$ cat src/rtl/cfg_stream_sched_pkg.sv
// rtl/cfg_stream_sched_pkg.sv - shared constants and types for the configuration stream scheduler
package cfg_stream_sched_pkg;

   localparam int REG_DATA_WIDTH     = 32;
   localparam int WORD_WIDTH_DEFAULT = REG_DATA_WIDTH;

   localparam int CMC_REQ   = 0;
   localparam int BUFFC_REQ = 1;
   localparam int SDC_REQ   = 2;

   typedef enum logic {
      IDLE = 1'b0,
      SEND = 1'b1
   } sched_state_e;

endpackage

$ cat src/rtl/cfg_stream_sched_rr_arbiter.sv
// rtl/cfg_stream_sched_rr_arbiter.sv - combinational round-robin arbiter
// Scans upward from the index after last_grant, wrapping at NUM_REQ.
module cfg_stream_sched_rr_arbiter #(
   parameter int NUM_REQ  = 3,
   parameter int ID_WIDTH = (NUM_REQ > 1) ? $clog2(NUM_REQ) : 1
) (
   input  logic [NUM_REQ-1:0]  req,
   input  logic [ID_WIDTH-1:0] last_grant,
   output logic [NUM_REQ-1:0]  grant,
   output logic [ID_WIDTH-1:0] grant_idx,
   output logic                any_req
);

   always_comb begin
      logic [ID_WIDTH:0]   sum;
      logic [ID_WIDTH-1:0] idx;
      grant     = '0;
      grant_idx = '0;
      any_req   = 1'b0;
      sum       = '0;
      idx       = '0;
      // One extra bit holds last_grant + offset before the wrap back into range.
      for (int i = 1; i <= NUM_REQ; i++) begin
         sum = {1'b0, last_grant} + (ID_WIDTH+1)'(i);
         if (sum >= (ID_WIDTH+1)'(NUM_REQ)) begin
            sum = sum - (ID_WIDTH+1)'(NUM_REQ);
         end
         idx = sum[ID_WIDTH-1:0];
         if (!any_req && req[idx]) begin
            grant[idx] = 1'b1;
            grant_idx  = idx;
            any_req    = 1'b1;
         end
      end
   end

endmodule

$ cat src/rtl/cfg_stream_sched.sv
// rtl/cfg_stream_sched.sv - round-robin scheduler serializing wide requests into tagged beats
// A granted request is latched whole, then shifted out LSB word first.
module cfg_stream_sched
   import cfg_stream_sched_pkg::*;
#(
   parameter  int NUM_REQ    = 3,
   parameter  int REQ_WIDTH  = 256,
   parameter  int WORD_WIDTH = WORD_WIDTH_DEFAULT,
   localparam int BEATS      = REQ_WIDTH / WORD_WIDTH,
   localparam int ID_WIDTH   = (NUM_REQ > 1) ? $clog2(NUM_REQ) : 1
) (
   input  logic                               clk,
   input  logic                               rst,
   input  logic [NUM_REQ-1:0]                 req_valid,
   input  logic [NUM_REQ-1:0][REQ_WIDTH-1:0]  req_data,
   output logic [NUM_REQ-1:0]                 req_ready,
   output logic                               out_valid,
   output logic [WORD_WIDTH-1:0]              out_data,
   output logic [ID_WIDTH-1:0]                out_id,
   output logic                               out_last,
   input  logic                               out_ready,
   output logic                               busy
);

   localparam int BEAT_W = (BEATS > 1) ? $clog2(BEATS) : 1;

   if (REQ_WIDTH % WORD_WIDTH != 0) begin : g_bad_width
      $error("REQ_WIDTH must be a multiple of WORD_WIDTH");
   end

   sched_state_e         state_q, state_d;
   logic [REQ_WIDTH-1:0] shift_q, shift_d;
   logic [BEAT_W-1:0]    beat_q, beat_d;
   logic [ID_WIDTH-1:0]  id_q, id_d;
   logic [ID_WIDTH-1:0]  last_grant_q, last_grant_d;

   logic [NUM_REQ-1:0]   grant;
   logic [ID_WIDTH-1:0]  grant_idx;
   logic                 any_req;
   logic                 last_beat;

   cfg_stream_sched_rr_arbiter #(
      .NUM_REQ  (NUM_REQ),
      .ID_WIDTH (ID_WIDTH)
   ) u_arb (
      .req        (req_valid),
      .last_grant (last_grant_q),
      .grant      (grant),
      .grant_idx  (grant_idx),
      .any_req    (any_req)
   );

   assign last_beat = (beat_q == BEAT_W'(BEATS - 1));

   always_comb begin
      state_d      = state_q;
      shift_d      = shift_q;
      beat_d       = beat_q;
      id_d         = id_q;
      last_grant_d = last_grant_q;
      req_ready    = '0;
      case (state_q)
         IDLE: begin
            req_ready = grant;
            if (any_req) begin
               shift_d      = req_data[grant_idx];
               id_d         = grant_idx;
               last_grant_d = grant_idx;
               beat_d       = '0;
               state_d      = SEND;
            end
         end
         SEND: begin
            // Shifting on the last beat too leaves the register empty once idle.
            if (out_ready) begin
               shift_d = shift_q >> WORD_WIDTH;
               if (last_beat) begin
                  state_d = IDLE;
               end else begin
                  beat_d = beat_q + BEAT_W'(1);
               end
            end
         end
         default: state_d = IDLE;
      endcase
   end

   always_ff @(posedge clk or posedge rst) begin
      if (rst) begin
         state_q      <= IDLE;
         shift_q      <= '0;
         beat_q       <= '0;
         id_q         <= '0;
         last_grant_q <= ID_WIDTH'(NUM_REQ - 1);
      end else begin
         state_q      <= state_d;
         shift_q      <= shift_d;
         beat_q       <= beat_d;
         id_q         <= id_d;
         last_grant_q <= last_grant_d;
      end
   end

   assign out_valid = (state_q == SEND);
   assign busy      = (state_q == SEND);
   assign out_data  = shift_q[WORD_WIDTH-1:0];
   assign out_id    = id_q;
   assign out_last  = (state_q == SEND) && last_beat;

endmodule

$ cat config.mk
export PLATFORM = sky130hd
export DESIGN_NAME = cfg_stream_sched
export DESIGN_NICKNAME = d
export VERILOG_FILES = /design/src/rtl/cfg_stream_sched_pkg.sv /design/src/rtl/cfg_stream_sched_rr_arbiter.sv /design/src/rtl/cfg_stream_sched.sv
export SDC_FILE = /design/constraint.sdc
export NUM_CORES = 1
export LEC_CHECK = 0
export BUFFER_PORTS_ARGS = -buffer_cell sky130_fd_sc_hd__buf_4
export CAP_MARGIN = 30
export CORE_AREA = 4 4 313 315
export DETAILED_ROUTE_END_ITERATION = 6
export DIE_AREA = 0 0 317 319
export PLACE_DENSITY = 0.47
export REMOVE_ABC_BUFFERS = 1
export SYNTH_ARGS = -nofsm -noshare
export SYNTH_HDL_FRONTEND = slang
export SYNTH_HIERARCHICAL = 1
export SYNTH_SLANG_ARGS = --single-unit
$ cat constraint.sdc
create_clock -name clk -period 9.2 [get_ports clk]
set_clock_uncertainty 0.05 [all_clocks]
set_input_delay 2.3 -clock clk [delete_from_list [all_inputs] [get_ports clk]]
set_output_delay 2.3 -clock clk [all_outputs]
set_load 0.05 [all_outputs]
# Word-level counts from Yosys, hierarchy flattened
# Cells that the tools add are included.
# word_totals
ff_bits	264
output_inout_bits	40
elab_cells	78
# op_classes
n_addsub	7
n_lt_le_gt_ge	10
n_eq_ne	4
n_mux	38
bitwise	3
n_reduce_logical	11
# op_table
op	count
256-bit two-way mux	3
256-bit binary-select mux with 2-bit select	1
256-bit one-hot mux with 2 select lines	1
3-bit two-way mux	7
2-bit by 3-bit less-than comparator with 1-bit output, second input constant	4
1-bit two-way mux	12
2-bit two-way mux	6
3-bit by 2-bit greater-or-equal comparator with 1-bit output, second input constant	3
2-bit by 2-bit adder with 3-bit output, second input constant	2
1-bit binary-select mux with 2-bit select	3
1-bit demux with 2-bit select	3
2-bit by 1-bit greater-or-equal comparator with 1-bit output, second input constant	3
1-bit logical AND	6
2-bit inequality test, second input constant	3
3-bit OR	2
3-bit one-hot mux with 2 select lines	1
2-bit subtractor, second input constant	3
2-bit AND reduction	2
2-bit by 1-bit adder with 3-bit output, second input constant	1
3-bit by 1-bit adder with 3-bit output, second input constant	1
3-bit equality test, second input constant	1
3-bit AND reduction	1
1-bit logical NOT	2
1-bit one-hot mux with 2 select lines	1
1-bit NOT	1

# Longest topological paths before layout
# Gate-level depths: netlist (run 1).
# logic_depth
depth_word	16
depth_mapped	14

# Cells and area by module
# The synthesis (run 1) kept the hierarchy.
# modules_own_cells
module	n_inst	cells_each	area_each_um2	seq_area_each_um2
cfg_stream_sched	1	1734	18417.7	6582.6
cfg_stream_sched_rr_arbiter	1	54	386.6	0.0

# Worst setup path before layout (run 1)
# Ideal clock, no wire load.
# synth_timing
path_kind	input -> output
startpoint	input req_valid[0]
endpoint	output req_ready[2]
t_arrival_ns	3.715
required_ns	6.850
path_slack_ns	3.135
cell_stages	5
path_buffers	0
path_cell_list	or3b_1 > o21a_1 > o2bb2ai_2 > o311a_1 > nor2b_1
# synth_via
elab_chain_len	10
# synth_rtl
element	line_no	source
start: declaration	cfg_stream_sched.sv:14	input logic [NUM_REQ-1:0] req_valid,
1-bit binary-select mux with 2-bit select	cfg_stream_sched_rr_arbiter.sv:29	if (!any_req && req[idx]) begin
1-bit two-way mux (not written as such)	cfg_stream_sched_rr_arbiter.sv:29	
1-bit two-way mux	cfg_stream_sched_rr_arbiter.sv:29	
1-bit logical NOT	cfg_stream_sched_rr_arbiter.sv:29	
1-bit logical AND	cfg_stream_sched_rr_arbiter.sv:29	
1-bit two-way mux	cfg_stream_sched_rr_arbiter.sv:29	
1-bit logical NOT	cfg_stream_sched_rr_arbiter.sv:29	
1-bit logical AND	cfg_stream_sched_rr_arbiter.sv:29	
3-bit two-way mux (*)	cfg_stream_sched_rr_arbiter.sv:29	
net grant[2]	cfg_stream_sched.sv:37	logic [NUM_REQ-1:0] grant;
3-bit two-way mux (*)	cfg_stream_sched.sv:62	case (state_q)
end: declaration	cfg_stream_sched.sv:16	output logic [NUM_REQ-1:0] req_ready,
# The timed path passes the listed nets; every way through them passes the cells marked *. The select of a mux whose other input is x is not followed.

# Worst setup path after layout (run 1)
# layout_timing
startpoint	input req_valid[2]
endpoint	output req_ready[0]
# Same word-level chain as after synthesis.

==> impl_metrics.py, run 1 <==
metrics = {
    "setup_path": {
        "worstPathMaxFanout": 8,
        "endpoint_kind": "primary output",
        "arrival_ps": 3670,
        "critical_path_class": "primary input to primary output",
        "cp-start-kind": "primary input",
        "crit_required_ps": 6850,
    },
    "sta": {
        "setup-tns-final_ps": 0,
        "relSlewSlack_pct": 26.6,
        "holdWs_ps": 424,
        "setup_viol": 0,
        "tightest_slew_ps": 1100,
        "rsz0062_at_grt": "false",
        "min_period_ps": 6020,
        "max_clock_freq_mhz": 166,
        "hold_viol": 0,
        "setup_ws_ps": 3180,
        "finalCritPeriodShare_pct": 65.4,
        "slew_violations": 0,
    },
    "synth": {
        "synthFlopType": "dfrtp_1",
        "synth.cell_area_um2": 18800,
        "synth_top_area_share_pct": 34.9,
        "synth-seq-area-share_pct": 35.0,
        "synthCells": 1788,
        "synth_cell_types": 44,
        "ys_ff_latch": 263,
        "yosysMostFrequentCell": "dfrtp_1",
        "avgSynthCellArea_um2": 10.5,
        "async_reset_ff_share_pct": 100,
        "synthTopCellsByArea": "dfrtp_1, a221oi_2, mux2_4",
        "yosys.area.top_type": "dfrtp_1",
        "synth_edf_count": 0,
        "yosys_warnings": 6,
        "ys_top_cells_by_count": "dfrtp_1, nand2_1, o21ai_0",
    },
    "detailed_routing": {
        "first_pass_iters": 4,
        "drc_errors": 0,
        "ant_nets": 0,
        "vias": 17000,
        "wl_per_cell_um": 21.4,
        "wirelength_um": 79900,
        "post_drt_via_cell_ratio": 4.54,
        "drt_iter0_markers": 959,
    },
    "clock_network": {
        "cts_sinks": 263,
        "cts-root-buf": "clkbuf_16",
        "cts_setup_buffers": 0,
        "cts_resized": 0,
        "cts_tree": "built",
        "path_clk_slew_ps": 50,
        "htreeDepth": 2,
        "hold_buffers": 0,
        "numCtsBuffers": 35,
        "cts_max_path_buffers": 3,
        "clkLatencyLatePin_ps": 530,
    },
    "global_route": {
        "grt_start_max_net_pins": 145,
        "grt_pass1_vias": 17800,
        "grt-ovfl-total": 0,
        "grt.total_usage_pct": 14.9,
        "grt_pass1_wl_um": 116000,
        "antenna_found_initial": 8,
    },
    "pwr": {
        "vdd_drop_max_mv": 0.532,
        "p_leak_nw": 12.0,
        "finalPower_mw": 8.59,
        "p_per_area_nw_per_um2": 321,
    },
    "die": {
        "core_um2": 94900,
        "die_w_um": 317,
        "initial_core_util_pct": 19.8,
        "dieArea_um2": 101000,
        "num_rows": 113,
        "io_pins": 814,
        "dieHeight_um": 319,
    },
    "place": {
        "place.gp.congestion": 0.853,
        "place_area_um2": 25600,
        "port_buffers": 813,
        "pre_cts_ws_ps": 3200,
        "placed_cells": 3670,
        "place_hpwl_um": 59100,
    },
    "final_layout": {
        "nNetsFinal": 3224,
        "drive_above_1_share_pct": 53.5,
        "area_delta_synth_final_pct": 42.1,
        "design_area_um2": 26700,
        "postLayoutCoreUtil_pct": 28.2,
        "layoutNonFillerInstCount": 3736,
    },
    "worst_hold_path": {
        "hp-class": "register to register",
    },
    "job": {
        "maxCapViolCount": 0,
    },
    "run_status": {
        "outcome": "finished, final reports clean",
    },
}
logic make-up (layout without fill, tap and decap cells):
logic type / count (synthesis) / after routing / synth area share, %
buf+inv: 238 / 917 / 7.32
mux: 266 / 266 / 19.4
flops: 263 / 263 / 35.0
other cells: 0 / 4 / 0
simple gates: 251 / 251 / 5.32
compound gates: 761 / 761 / 32.4
xor+xnor: 1 / 1 / 0.0466
fa+ha+maj: 8 / 8 / 0.532
metal layers:
metal / vias to the layer above / GRT usage [%] / share of wire (%)
met4: 2 / 3.48 / 1.8
met5: - / 0 / 0.0088
met2: 447 / 26.1 / 50
li1: 8112 / - / -
met3: 71 / 2.86 / 5.6
met1: 8348 / 18.8 / 42
layout make-up:
class	instances	area (µm²)
antenna	4	10.0
clock buffer	56	1070
clock inverter	6	62.6
fill	10100	68200
inverter	11	56.3
multi-input combinational	1287	10900
sequential	263	6590
tap	1265	1580
timing repair buffer	844	6470
flip-flops by register name, indices dropped and copies added (netlist names):
name,flops
beat_q,3
busy,1
last_grant_q,1
out_id,2
shift_q,256
layout by cell type, fill, tap and decap left out, types with 2 or more instances in the layout:
master | synthesis | routed
buf_4 | 40 | 832
dfrtp_1 | 262 | 261
nand2_1 | 232 | 232
o21ai_0 | 230 | 230
o21ai_1 | 225 | 225
mux2_4 | 183 | 183
a221oi_2 | 183 | 183
mux2_2 | 47 | 46
a221oi_1 | 41 | 41
clkbuf_16 | 0 | 37
mux2i_1 | 35 | 35
a22o_1 | 34 | 34
o2bb2ai_1 | 31 | 31
clkbuf_1 | 44 | 12
buf_12 | 0 | 11
inv_1 | 10 | 9
ha_1 | 8 | 8
clkbuf_8 | 0 | 7
diode_2 | 0 | 4
a31oi_1 | 4 | 4
nor2b_1 | 4 | 3
nor2_1 | 3 | 3
clkinv_2 | 0 | 3
nor3_1 | 3 | 3
inv_8 | 0 | 2
nor2b_4 | 1 | 2
nand2b_1 | 2 | 2
o22ai_1 | 3 | 2
a21oi_1 | 2 | 2
worst max-delay path, cell delays in order:
cell     delay (ps)
buf_4           140
mux2_2          290
a21oi_4         290
nor2_1           80
a31oi_1         140
nor2b_1         200
buf_4           230
power breakdown:
| part | switching [mW] | internal, mW | leakage (nW) | total [mW] |
|---|---|---|---|---|
| Sequential | 0.249 | 1.61 | 3.52 | 1.86 |
| Combinational | 3.27 | 2.10 | 7.88 | 5.36 |
| Clock | 0.544 | 0.822 | 0.555 | 1.37 |
path summary, 6_finish.rpt:
kind	startpoint	to	slack [ps]	cells past startpoint
worst max-delay path	req_valid[2]	req_ready[0]	3180	7
worst min-delay path	shift_q[120]	shift_q[120]	420	2
worst max register to register	out_id[0]	shift_q[193]	4530	11
worst min register to register	shift_q[120]	shift_q[120]	420	2
max in group asynchronous	rst	shift_q[214]	5890	3
min in group asynchronous	rst	shift_q[108]	1850	2
Note: power is estimated with default switching activity, not from simulation.
==> run 2, diff against run 1 <==
--- a/config.mk
+++ b/config.mk
@@ -5,12 +5,13 @@
 export SDC_FILE = /design/constraint.sdc
 export NUM_CORES = 1
 export LEC_CHECK = 0
+export ABC_AREA = 1
 export BUFFER_PORTS_ARGS = -buffer_cell sky130_fd_sc_hd__buf_4
 export CAP_MARGIN = 30
 export CORE_AREA = 4 4 313 315
 export DETAILED_ROUTE_END_ITERATION = 6
 export DIE_AREA = 0 0 317 319
-export PLACE_DENSITY = 0.47
+export PLACE_DENSITY = 0.5
 export REMOVE_ABC_BUFFERS = 1
 export SYNTH_ARGS = -nofsm -noshare
 export SYNTH_HDL_FRONTEND = slang
==> constraint.sdc (replaced) <==
create_clock -name clk -period 6 [get_ports clk]
set_clock_uncertainty 0.05 [all_clocks]
set_input_delay 1.5 -clock clk [delete_from_list [all_inputs] [get_ports clk]]
set_output_delay 1.5 -clock clk [all_outputs]
set_load 0.05 [all_outputs]
==> impl_metrics.py, run 2 <==
metrics = {
    "run_status": {
        "outcome": "finished with violations",
        "failed_checks": "design-rule violations",
    },
    "sta": {
        "rsz0062_at_grt": "false",
        "hold_viol": 0,
        "setup_ws_ps": 1590,
        "setup-tns-final_ps": 0,
        "tightest_slew_ps": 945,
        "relSlewSlack_pct": 37.0,
        "min_period_ps": 4410,
        "finalCritPeriodShare_pct": 73.5,
        "max_clock_freq_mhz": 227,
        "setup_viol": 0,
        "slew_violations": 0,
    },
    "clock_network": {
        "htreeDepth": 2,
        "cts-root-buf": "clkbuf_16",
        "clkLatencyLatePin_ps": 540,
        "cts_tree": "built",
        "cts_setup_buffers": 0,
        "path_clk_slew_ps": 60,
        "cts_max_path_buffers": 3,
        "hold_buffers": 0,
        "numCtsBuffers": 38,
        "cts_resized": 0,
        "cts_sinks": 263,
    },
    "synth": {
        "ys_ff_latch": 263,
        "synth_cell_types": 27,
        "synth_edf_count": 0,
        "yosys_warnings": 6,
        "synthTopCellsByArea": "nand2_1, dfrtp_1, inv_1",
        "synth.cell_area_um2": 22400,
        "ys_top_cells_by_count": "nand2_1, inv_1, nand3_1",
        "synth_top_area_share_pct": 30.5,
        "yosysMostFrequentCell": "nand2_1",
        "yosys.area.top_type": "nand2_1",
        "synthCells": 4094,
        "synth-seq-area-share_pct": 29.5,
        "synthFlopType": "dfrtp_1",
        "avgSynthCellArea_um2": 5.46,
        "async_reset_ff_share_pct": 100,
    },
    "die": {
        "io_pins": 814,
        "dieHeight_um": 319,
        "die_w_um": 317,
        "num_rows": 113,
        "dieArea_um2": 101000,
        "core_um2": 94900,
        "initial_core_util_pct": 23.6,
    },
    "pwr": {
        "p_seq_share_pct": 19.2,
        "clkPwrFrac_pct": 16.5,
        "p_leak_nw": 18.9,
        "p_sw_mw": 7.82,
        "finalPower_mw": 14.7,
        "p_int_mw": 6.87,
        "swShare_pct": 53.3,
        "p_per_area_nw_per_um2": 482,
        "combPwrFrac_pct": 64.3,
        "vdd_drop_max_mv": 0.545,
    },
    "global_route": {
        "grt-ovfl-total": 0,
        "met2_usage_pct": 32.8,
        "use_met3_pct": 2.84,
        "antenna_found_initial": 13,
        "grt.met1_usage_pct": 24.5,
        "grt_pass1_wl_um": 148000,
        "grt.busiest_layer": "met2",
        "grt.total_usage_pct": 18.9,
        "grt_start_max_net_pins": 130,
        "grt_pass1_vias": 24500,
    },
    "detailed_routing": {
        "drc_errors": 10,
        "post_drt_via_cell_ratio": 4.24,
        "drt_iter0_markers": 1837,
        "wirelength_um": 101000,
        "wl_per_cell_um": 16.7,
        "vias": 25600,
        "first_pass_iters": 7,
        "ant_nets": 0,
    },
    "final_layout": {
        "drive_above_1_share_pct": 20.1,
        "area_delta_synth_final_pct": 36.3,
        "nNetsFinal": 5504,
        "postLayoutCoreUtil_pct": 32.1,
        "largest_reg_flops": 256,
        "top_register": "shift_q",
        "most-common-layout-cells": "nand2_1, buf_4, inv_1",
        "layoutNonFillerInstCount": 6029,
        "layout_commonest_cell": "nand2_1",
    },
    "place": {
        "placed_cells": 5947,
        "port_buffers": 813,
        "place.gp.congestion": 0.895,
        "pre_cts_ws_ps": 1690,
        "place_hpwl_um": 75600,
    },
    "setup_path": {
        "worstPathMaxFanout": 9,
        "crit_required_ps": 4450,
        "endpoint_kind": "primary output",
        "r2r_end": "shift_q[225]",
        "r2r_start": "out_id[0]",
        "arrival_ps": 2860,
        "r2r_cells": 13,
        "cp-start-kind": "register",
        "critical_path_class": "register to primary output",
        "r2r_slack_ps": 1950,
    },
    "worst_hold_path": {
        "hp-start": "shift_q[204]",
        "min_to": "shift_q[204]",
        "holdPathStages": 2,
        "hp-class": "register to register",
    },
    "job": {
        "maxCapViolCount": 0,
    },
}
-- run 2: cells by family after synthesis --
family,count (synthesis),share of synthesized area [%]
buffers and inverters,1036,19.9
adder cells (fa/ha/maj),8,0.448
AND/OR/NAND/NOR,2782,50.1
flip-flops,263,29.5
AO/OA/AOI/OAI,5,0.151
-- run 2: layout make-up --
type | count | area [µm²]
diodes | 13 | 32.5
clock buffers | 57 | 1170
clock inverters | 12 | 171
fillers | 10900 | 64400
inverters | 757 | 2890
multi-input cells | 2795 | 11400
flip-flops and latches | 263 | 6580
well taps | 1265 | 1580
repair buffers | 867 | 6680
-- run 2: through the flow --
step / hold WS (ps) / area [µm²]
final: 426 / 30500
after detailed placement: 415 / 29100
after floorplan: 396 / 20800
after CTS: 430 / 30400
after global routing: 442 / 30500
after global placement: 412 / 29100
-- run 2: layer usage --
| layer | routed length, µm | share of wire (%) |
|---|---|---|
| met5 | 0 | 0 |
| met1 | 43500 | 43 |
| met2 | 49900 | 49 |
| met4 | 2500 | 2.5 |
| met3 | 4940 | 4.9 |
-- run 2: worst max-delay path, stage by stage, from the launching register on --
cell and delay, ps:
dfrtp_1 530, inv_1 170, ha_1 610, nand3_1 210, nand3_4 170, nand3_1 80, nand2_1 90, inv_2 60
o21ai_2 50, inv_1 40, nor2_1 90, buf_4 220
-- run 2: power by group through the flow --
stage | sequential [mW] | combinational (mW) | clock (mW)
3_3_place_gp | 2.83 | 9.54 | 0
3_5_place_dp | 2.83 | 9.54 | 0
2_1_floorplan | 3.05 | 5.01 | 0
6_report | 2.82 | 9.45 | 2.42
4_1_cts | 2.81 | 9.56 | 2.51
5_1_grt | 2.90 | 10.5 | 2.57
-- run 2: worst max-delay path by stage --
stage	startpoint	endpoint	slack, ps
CTS	out_id[0]	req_ready[1]	1520
global route	out_id[0]	req_ready[2]	1330
detailed placement	req_valid[1]	shift_q[225]	1690
finish	out_id[0]	req_ready[1]	1590
floorplan	out_id[0]	shift_q[224]	-8210
global placement	req_valid[0]	shift_q[234]	1660
==> run 3, diff against run 2 <==
--- a/config.mk
+++ b/config.mk
@@ -11,7 +11,7 @@
 export CORE_AREA = 4 4 313 315
 export DETAILED_ROUTE_END_ITERATION = 6
 export DIE_AREA = 0 0 317 319
-export PLACE_DENSITY = 0.5
+export PLACE_DENSITY = 0.51
 export REMOVE_ABC_BUFFERS = 1
 export SYNTH_ARGS = -nofsm -noshare
 export SYNTH_HDL_FRONTEND = slang
==> constraint.sdc (replaced) <==
create_clock -name clk -period 3.9 [get_ports clk]
set_clock_uncertainty 0.05 [all_clocks]
set_input_delay 0.975 -clock clk [delete_from_list [all_inputs] [get_ports clk]]
set_output_delay 0.975 -clock clk [all_outputs]
set_load 0.05 [all_outputs]
==> impl_metrics.py, run 3 (synthesis gave the netlist of run 2 again) <==
metrics = {
    "run_status": {
        "outcome": "finished, final reports clean",
    },
    "worst_hold_path": {
        "min_to": "shift_q[213]",
        "holdPathStages": 2,
        "hp-start": "shift_q[213]",
        "hp-class": "register to register",
    },
    "global_route": {
        "antenna_found_initial": 8,
        "grt_start_max_net_pins": 128,
        "grt_pass1_vias": 24500,
        "grt-ovfl-total": 0,
        "grt_pass1_wl_um": 145000,
        "grt.total_usage_pct": 18.5,
    },
    "sta": {
        "slew_violations": 0,
        "setup_ws_ps": 246,
        "finalCritPeriodShare_pct": 93.7,
        "min_period_ps": 3650,
        "setup_viol": 0,
        "rsz0062_at_grt": "false",
        "holdWs_ps": 427,
        "setup-tns-final_ps": 0,
        "tightest_slew_ps": 833,
        "max_clock_freq_mhz": 274,
        "hold_viol": 0,
        "relSlewSlack_pct": 44.5,
    },
    "detailed_routing": {
        "wl_met3_um": 4630,
        "wirelength_um": 98500,
        "wl_met1_um": 42700,
        "wl_per_cell_um": 16.3,
        "highest_layer": "met4",
        "first_pass_iters": 5,
        "ant_nets": 0,
        "drt_iter0_markers": 1864,
        "vias": 25400,
        "drc_errors": 0,
        "post_drt_via_cell_ratio": 4.20,
        "route.met2.wl_um": 49000,
    },
    "die": {
        "core_um2": 94900,
        "initial_core_util_pct": 23.6,
        "io_pins": 814,
        "num_rows": 113,
        "die_w_um": 317,
        "dieHeight_um": 319,
        "dieArea_um2": 101000,
    },
    "final_layout": {
        "most-common-layout-cells": "nand2_1, buf_4, inv_1",
        "largest_reg_flops": 256,
        "layout_commonest_cell": "nand2_1",
        "nNetsFinal": 5521,
        "top_register": "shift_q",
        "drive_above_1_share_pct": 20.4,
        "design_area_um2": 30600,
        "area_delta_synth_final_pct": 36.8,
        "layoutNonFillerInstCount": 6035,
        "postLayoutCoreUtil_pct": 32.2,
        "fill_cells": 10900,
    },
    "setup_path": {
        "crit_required_ps": 2870,
        "endpoint_kind": "primary output",
        "r2r_slack_ps": 640,
        "r2r_cells": 14,
        "r2r_end": "shift_q[211]",
        "arrival_ps": 2630,
        "cp-start-kind": "register",
        "worstPathMaxFanout": 9,
        "critical_path_class": "register to primary output",
        "r2r_start": "last_grant_q[1]",
    },
    "clock_network": {
        "cts_setup_buffers": 0,
        "path_clk_slew_ps": 60,
        "numCtsBuffers": 35,
        "hold_buffers": 0,
        "cts_tree": "built",
        "htreeDepth": 2,
        "clkLatencyLatePin_ps": 530,
        "cts_sinks": 263,
        "cts-root-buf": "clkbuf_16",
        "cts_max_path_buffers": 3,
    },
    "place": {
        "place_hpwl_um": 75100,
        "pre_cts_ws_ps": 454,
        "placed_cells": 5967,
        "port_buffers": 813,
        "place_area_um2": 29400,
        "place.gp.congestion": 0.878,
    },
    "pwr": {
        "finalPower_mw": 22.7,
        "vdd_drop_max_mv": 0.925,
        "p_per_area_nw_per_um2": 741,
        "p_leak_nw": 18.9,
    },
    "job": {
        "maxCapViolCount": 0,
    },
}
==> run 3: changes by cell type in the layout (fill, tap and decap cells not counted), moves of 2 or more <==
cell | before | now
buf_4 | 853 | 861
buf_12 | 14 | 26
clkbuf_8 | 8 | 6
inv_6 | 2 | 0
clkbuf_16 | 41 | 37
diode_2 | 13 | 8
==> run 3: repair_timing <==
action                     CTS  global route
setup endpoints to repair    2             2
resized for setup            2             1
pin swaps                    0             0
==> run 3: worst max-delay path by stage <==
stage                    start            to  slack (ps)  cells after the start
2_1_floorplan        out_id[0]  shift_q[224]      -10310                     12
4_1_cts              out_id[0]  req_ready[1]         110                     11
3_5_place_dp         out_id[0]  shift_q[143]         450                     15
3_3_place_gp         out_id[0]  shift_q[143]         520                     15
5_1_grt        last_grant_q[1]  req_ready[1]          70                     13
6_report       last_grant_q[1]  req_ready[1]         250                     11
==> run 3: critical path: stages, from the launching register on <==
cell and delay (ps):
dfstp_2 560, inv_1 90, ha_2 490, nand2_2 90
o21ai_1 140, nand2_2 110, nand2_4 90, nand2_2 50
o21ai_2 110, inv_1 50, nor2_1 80, buf_4 220
==> run 3: area by class of cell <==
class,count,area (µm²),share of cell area (%)
multi-input combinational,2795,11400,37.1
inverter,757,2890,9.44
timing repair buffer,887,6980,22.8
clock inverter,9,123,0.401
antenna,8,20.0,0.0655
sequential,263,6580,21.5
tap,1265,1580,5.18
clock buffer,51,1040,3.40
==> run 3: power breakdown <==
group	internal, mW	switching (mW)	total (mW)
sequential	3.76	0.608	4.36
clock	2.04	1.28	3.32
combinational	4.75	10.2	15.0
total	10.5	12.1	22.7
==> run 3: routing by layer <==
metal / vias to the layer above / GRT usage [%]
met5: - / 0
met1: 11500 / 24.2
met3: 110 / 2.40
met4: 0 / 4.74
li1: 13100 / -
met2: 601 / 32.2
